**config.mk**
```make
export PLATFORM = sky130hd
export DESIGN_NAME = wb_mem_ctrl
export DESIGN_NICKNAME = d
export VERILOG_FILES = /design/src/rtl/wb_mem_ctrl_pkg.sv /design/src/rtl/wb_mem_ctrl_to_counter.sv /design/src/rtl/wb_mem_ctrl.sv
export SDC_FILE = /design/constraint.sdc
export NUM_CORES = 1
export LEC_CHECK = 0
export CELL_PAD_IN_SITES_DETAIL_PLACEMENT = 2
export CELL_PAD_IN_SITES_GLOBAL_PLACEMENT = 2
export CORE_UTILIZATION = 30
export DETAILED_ROUTE_END_ITERATION = 16
export PLACE_DENSITY_LB_ADDON = 0.2
export SLEW_MARGIN = 20
export SYNTH_ARGS = -nofsm -noshare
export SYNTH_HDL_FRONTEND = slang
export SYNTH_SLANG_ARGS = --single-unit
```
**constraint.sdc**
```tcl
create_clock -name cpu_clk -period 3.7 [get_ports cpu_clk]
set_input_delay 0.74 -clock cpu_clk [delete_from_list [all_inputs] [get_ports cpu_clk]]
set_output_delay 0.74 -clock cpu_clk [all_outputs]
set_load 0.01 [all_outputs]
```
**src/rtl/wb_mem_ctrl_pkg.sv**
```systemverilog
// Shared encodings for the MEM->WB memory sequencer: write-back select codes,
// FSM state encoding and the latched bus command.
package wb_mem_ctrl_pkg;

  localparam logic [1:0] WB_ALU  = 2'd0;
  localparam logic [1:0] WB_EXT  = 2'd1;
  localparam logic [1:0] WB_PC   = 2'd2;
  localparam logic [1:0] WB_DREM = 2'd3;

  typedef enum logic [1:0] {
    ST_IDLE = 2'd0,
    ST_BUSY = 2'd1,
    ST_RESP = 2'd2
  } state_e;

  typedef struct packed {
    logic        we;
    logic [31:0] addr;
    logic [31:0] wdata;
  } bus_cmd_t;

  function automatic logic [31:0] wb_select(input logic [1:0]  wsel,
                                            input logic [31:0] load_data,
                                            input logic [31:0] result);
    return (wsel == WB_DREM) ? load_data : result;
  endfunction

endpackage

```
**src/rtl/wb_mem_ctrl_to_counter.sv**
```systemverilog
// Bus timeout counter: cleared when an access starts, counts BUSY cycles and
// flags the terminal count TIMEOUT-1. Saturates there so it can never wrap.
module wb_to_counter #(
  parameter int TIMEOUT = 15,
  parameter int TO_W    = 8
) (
  input  logic clk,
  input  logic rst_n,
  input  logic clr,
  input  logic en,
  output logic tc
);

  localparam logic [TO_W-1:0] TC_VAL = TO_W'(TIMEOUT - 1);

  logic [TO_W-1:0] cnt_reg;
  logic [TO_W-1:0] cnt_next;

  assign tc = (cnt_reg == TC_VAL);

  always_comb begin
    cnt_next = cnt_reg;
    if (clr) begin
      cnt_next = '0;
    end else if (en && !tc) begin
      cnt_next = cnt_reg + TO_W'(1);
    end
  end

  always_ff @(posedge clk or negedge rst_n) begin
    if (!rst_n) begin
      cnt_reg <= '0;
    end else begin
      cnt_reg <= cnt_next;
    end
  end

endmodule

```
**src/rtl/wb_mem_ctrl.sv**
```systemverilog
// MEM->WB sequencer: issues one bus access per load/store with a req/ack
// handshake, stalls the pipeline meanwhile, and registers the write-back word.
module wb_mem_ctrl
  import wb_mem_ctrl_pkg::*;
#(
  parameter int TIMEOUT = 15,
  parameter int TO_W    = 8
) (
  input  logic        cpu_clk,
  input  logic        cpu_rst_n,
  input  logic        mem_valid,
  input  logic [1:0]  mem_rf_wsel,
  input  logic        mem_rf_we,
  input  logic        mem_wr,
  input  logic [4:0]  mem_wR,
  input  logic [31:0] mem_wd_in,
  input  logic [31:0] mem_addr,
  input  logic [31:0] mem_wdata,
  output logic        bus_req,
  output logic        bus_we,
  output logic [31:0] bus_addr,
  output logic [31:0] bus_wdata,
  input  logic        bus_ack,
  input  logic [31:0] bus_rdata,
  output logic        stall,
  output logic        wb_valid,
  output logic        wb_rf_we,
  output logic [4:0]  wb_wR,
  output logic [31:0] wb_wD,
  output logic        bus_err
);

  state_e      state_reg;
  state_e      state_next;
  bus_cmd_t    cmd_reg;
  bus_cmd_t    cmd_next;
  logic [31:0] load_q_reg;
  logic [31:0] load_q_next;
  logic        abort_reg;
  logic        abort_next;

  logic        wb_valid_reg;
  logic        wb_valid_next;
  logic        wb_rf_we_reg;
  logic        wb_rf_we_next;
  logic [4:0]  wb_wR_reg;
  logic [4:0]  wb_wR_next;
  logic [31:0] wb_wD_reg;
  logic [31:0] wb_wD_next;

  logic        is_load;
  logic        is_store;
  logic        to_clr;
  logic        to_en;
  logic        to_tc;

  // A load wins over a store when both decode true.
  assign is_load  = mem_valid & (mem_rf_wsel == WB_DREM);
  assign is_store = mem_valid & mem_wr & ~is_load;

  wb_to_counter #(
    .TIMEOUT (TIMEOUT),
    .TO_W    (TO_W)
  ) u_to_counter (
    .clk   (cpu_clk),
    .rst_n (cpu_rst_n),
    .clr   (to_clr),
    .en    (to_en),
    .tc    (to_tc)
  );

  always_comb begin
    state_next  = state_reg;
    cmd_next    = cmd_reg;
    load_q_next = load_q_reg;
    abort_next  = abort_reg;
    to_clr      = 1'b0;
    to_en       = 1'b0;
    stall       = 1'b0;
    bus_req     = 1'b0;
    bus_err     = 1'b0;

    case (state_reg)
      ST_IDLE: begin
        if (is_load || is_store) begin
          cmd_next   = '{we: is_store, addr: mem_addr, wdata: mem_wdata};
          abort_next = 1'b0;
          to_clr     = 1'b1;
          stall      = 1'b1;
          state_next = ST_BUSY;
        end
      end
      ST_BUSY: begin
        bus_req = 1'b1;
        stall   = 1'b1;
        to_en   = 1'b1;
        // An ack on the terminal-count cycle still completes the access.
        if (bus_ack) begin
          load_q_next = bus_rdata;
          state_next  = ST_RESP;
        end else if (to_tc) begin
          load_q_next = '0;
          abort_next  = 1'b1;
          state_next  = ST_RESP;
        end
      end
      ST_RESP: begin
        // The instruction is still presented here; it retires instead of re-issuing.
        bus_err    = abort_reg;
        abort_next = 1'b0;
        state_next = ST_IDLE;
      end
      default: begin
        state_next = ST_IDLE;
      end
    endcase
  end

  always_comb begin
    wb_valid_next = 1'b0;
    wb_rf_we_next = 1'b0;
    wb_wR_next    = wb_wR_reg;
    wb_wD_next    = wb_wD_reg;
    if (!stall) begin
      wb_valid_next = mem_valid;
      wb_rf_we_next = mem_valid & mem_rf_we & ~mem_wr & ~abort_reg;
      wb_wR_next    = mem_wR;
      wb_wD_next    = wb_select(mem_rf_wsel, load_q_reg, mem_wd_in);
    end
  end

  always_ff @(posedge cpu_clk or negedge cpu_rst_n) begin
    if (!cpu_rst_n) begin
      state_reg    <= ST_IDLE;
      cmd_reg      <= '0;
      load_q_reg   <= '0;
      abort_reg    <= 1'b0;
      wb_valid_reg <= 1'b0;
      wb_rf_we_reg <= 1'b0;
      wb_wR_reg    <= '0;
      wb_wD_reg    <= '0;
    end else begin
      state_reg    <= state_next;
      cmd_reg      <= cmd_next;
      load_q_reg   <= load_q_next;
      abort_reg    <= abort_next;
      wb_valid_reg <= wb_valid_next;
      wb_rf_we_reg <= wb_rf_we_next;
      wb_wR_reg    <= wb_wR_next;
      wb_wD_reg    <= wb_wD_next;
    end
  end

  assign bus_we    = cmd_reg.we;
  assign bus_addr  = cmd_reg.addr;
  assign bus_wdata = cmd_reg.wdata;
  assign wb_valid  = wb_valid_reg;
  assign wb_rf_we  = wb_rf_we_reg;
  assign wb_wR     = wb_wR_reg;
  assign wb_wD     = wb_wD_reg;

endmodule

```
==> impl.org <==
** Yosys
- Sequential cell area fraction in the yosys report :: 0.579
- Synthesized netlist net count :: ~610
- In this run, synthesis produced a sequential element count of around 150.
- After synthesis, the largest family of logic cells by area is multiplexers.
- The netlist uses 40 different library cells.
- The portion of synthesized area spent on multiplexers is 0.247.
- After technology mapping, the gate count stands at 465.
- In this run the mean area of a mapped cell was ~14 um2.
- Netlist area before placement :: 0.00636 mm2
- Simple logic cell fraction of the synthesized area :: 0.0551
- Post-synthesis compound-gate area fraction :: 0.0833
- Yosys warning total :: 0
- XOR/XNOR Fraction of Synth Area :: 0
- Of the total synthesized cell area, the portion taken by full adders, half adders and majority gates is 0.00394.

** Layout
- The final layout contains 859 nets.
- Share of layout cells above drive strength 1 :: 0.132
- Relative to the synthesized area, the layout overhead comes to 54.0%.
- Number of inserted diodes :: 0
- Most used cells in the layout excluding fill and tap cells :: 246 x clkdlybuf4s50_1, 147 x dfrtp_1, 91 x mux2_1, 42 x mux2_2, 34 x o21ai_1
- Most frequent standard cell in the layout excluding fill and tap cells :: clkdlybuf4s50_1

** CTS
- Cell chosen for the clock root :: clkbuf_16
- The clock net in this run drives a total of approximately 150 sinks.
- Clock transition at the register clock pins on the worst setup and hold paths after CTS :: ~0.06 ns
- Clock Tree Buf Depth :: 2
- Number of buffers inserted to repair setup after CTS :: 0
- TritonCTS created 17 clock buffers.
- Resize count post-CTS :: 0
- Worst-Skew Late Latency :: around 0.42 ns
- Hold Buf Count CTS :: 0
- The clock tree synthesis step divided the H-tree into 4 levels.
- TritonCTS built the clock tree.

** Worst setup path
- The largest single stage delay on the critical path is a little under 0.6 ns.
- Along the worst path, the maximum fanout reaches 4.
- Series of cell instances along the critical path :: clkdlybuf4s50_1, inv_1, o31a_2, inv_1, clkdlybuf4s50_1
- Data arrival time at the worst-slack endpoint :: 2.36 ns
- Critical path data required time :: between 2 and 3 ns
- Startpoint Class :: input pin
- Critical Path Sink Type :: output pin
- By startpoint and endpoint, the worst setup path is classified as in -> out.
- The setup check on the worst reg-to-reg path leaves a slack of about 1.4 ns.
- Slowest CP cell :: clkdlybuf4s50_1

** Timing
- Number of pins with negative max-slew slack in the final report :: 0
- The number of hold-slack violations in the final timing report was 0.
- Pin slew with the least headroom to its limit :: 1.02 ns
- Hold timing on the final database bottoms out at a slack of ~0.32 ns.
- Timing would allow up to between 0.3 and 0.4 GHz.
- Setup total negative slack on the finished layout was measured at 0 ns.
- Setup repair after global routing missed its margin :: no
- The clock arrives with approximately 0.012 ns of skew.
- Tightest slew margin relative to the limit :: 0.319
- Setup-violating endpoint count in the final report :: 0
- For the finished layout, the period the worst path requires is 3.10 ns.
- Final clock period utilization by the worst path :: 0.838

** Global routing
- Global-route wire length before repair :: approximately 32000 um
- For this run, the total global-route usage over all layers was measured as 0.198.
- The number of antenna violations at the first check in global routing is 0.
- Largest net degree at the start of global routing :: 75
- Global-route congestion overflow total :: 0
- Number of global-route vias before repair :: roughly 5500

** Floorplanning
- Starting density of the core :: 0.310
- Die area :: roughly 0.022 mm2
- Placeable Area :: approximately 0.020 mm2
- In this run the core area contains 52 standard-cell rows.
- Chip height :: about 150 um
- between 200 and 250 I/O pins were placed.
- The die is approximately 150 um wide.

** Power and ir drop
- Summed over all cells, the static leakage comes to 3.97 nW.
- Total power density per cell area :: between 600 and 700 mW/mm2
- Worst vdd ir :: around 320 uV

** Detailed routing
- Routed wire length :: approximately 21000 um
- Drt pass-1 iters :: 5
- The detail route stage leaves a number of antenna-violating nets equal to 0.
- Final routed wire length divided by cell count :: approximately 21 um
- Number of design rule violations left after detail routing :: 0
- Number of vias per cell after detailed routing :: 4.86
- Routed via count :: approximately 4900
- Initial DRC count :: ~120

** Placed design
- The wire-length estimate of the detail-placed layout is 14800 um.
- Routability-driven placement finished with a final weighted congestion of 0.759.
- I/O Buffers :: between 200 and 250

** Worst hold path
- The tightest min-delay check is of the in -> async type.

** Status
- Result of the run :: finished clean

** Job
- Max-cap violations :: 0
synthesized netlist by cell type, drive strengths merged:
master	count	area, um2
a21oi	2	10.0
a22oi	32	240
a32o	1	10.0
and2	1	6.26
and3	2	12.5
and3b	1	8.76
and4	1	8.76
buf	18	139
clkbuf	12	45.0
dfrtp	147	3680
ha	2	25.0
inv	6	22.5
mux2	133	1500
mux2i	7	70.1
nand2	3	11.3
nand2b	34	213
nand3	1	5.00
nand4	1	6.26
nand4bb	1	11.3
nor2	6	27.5
nor4	1	6.26
o211ai	3	22.5
o21a	1	7.51
o21ai	40	200
o21bai	1	7.51
o22a	1	8.76
o22ai	1	6.26
o31a	1	8.76
o31ai	1	7.51
or3	1	6.26
or3b	2	20.0
or4	1	7.51
worst paths after layout:
path	startpoint	end	depth (start not counted)
max	mem_valid	stall	5
min	cpu_rst_n	bus_wdata[19]$_DFFE_PN0P_	1
max reg2reg	u_to_counter.cnt_reg[0]$_DFFE_PN0P_	load_q_reg[13]$_DFFE_PN0P_	5
min in group cpu_clk	bus_wdata[29]$_DFFE_PN0P_	bus_wdata[29]$_DFFE_PN0P_	1
max in group asynchronous	cpu_rst_n	load_q_reg[10]$_DFFE_PN0P_	2
min reg2reg	bus_wdata[29]$_DFFE_PN0P_	bus_wdata[29]$_DFFE_PN0P_	1
report_power, final:
| group | leakage [nW] | total, mW | internal (mW) | switching [mW] |
|---|---|---|---|---|
| clock network | 0.311 | 1.93 | 1.20 | 0.726 |
| registers | 1.70 | 2.48 | 2.14 | 0.340 |
| logic | 1.96 | 2.09 | 1.24 | 0.848 |
worst max-delay path, delay by kind of cell:
family	cells	cell delay [ns]
compound gates	1	0.38
buf+inv	4	1.24
per-layer routing:
| layer | part of all wire | vias up | global-route usage |
|---|---|---|---|
| met4 | 0.029 | 0 | 0.0861 |
| met3 | 0.038 | 31 | 0.0343 |
| met2 | 0.54 | 139 | 0.362 |
| met1 | 0.39 | 2512 | 0.227 |
| li1 | - | 2169 | - |
| met5 | 0 | - | 0 |
cell families after synthesis:
logic type	after synthesis
flip-flops	147
multiplexers	140
AO/OA/AOI/OAI	84
AND/OR/NAND/NOR	56
buffers and inverters	36
adder cells (fa/ha/maj)	2
final cells by class:
| class | instances | area [um2] |
|---|---|---|
| fillers | 2014 | 10700 |
| repair buffers | 262 | 2610 |
| flip-flops and latches | 147 | 3680 |
| inverters | 6 | 22.5 |
| clock buffers | 17 | 425 |
| well taps | 270 | 338 |
| clock inverters | 14 | 226 |
| multi-input cells | 282 | 2490 |
metrics by stage:
step	setup WS, ns	instances	util	power (mW)	area, um2
5_1_grt	0.550	998	0.478	6.85	9790
4_1_cts	0.596	998	0.478	6.61	9790
3_5_place_dp	0.597	967	0.446	4.62	9140
6_report	0.601	998	0.478	6.50	9790
3_3_place_gp	0.644	967	0.446	4.50	9140
2_1_floorplan	1.53	465	-	3.34	6360
Note: power is estimated with default switching activity, not from simulation.
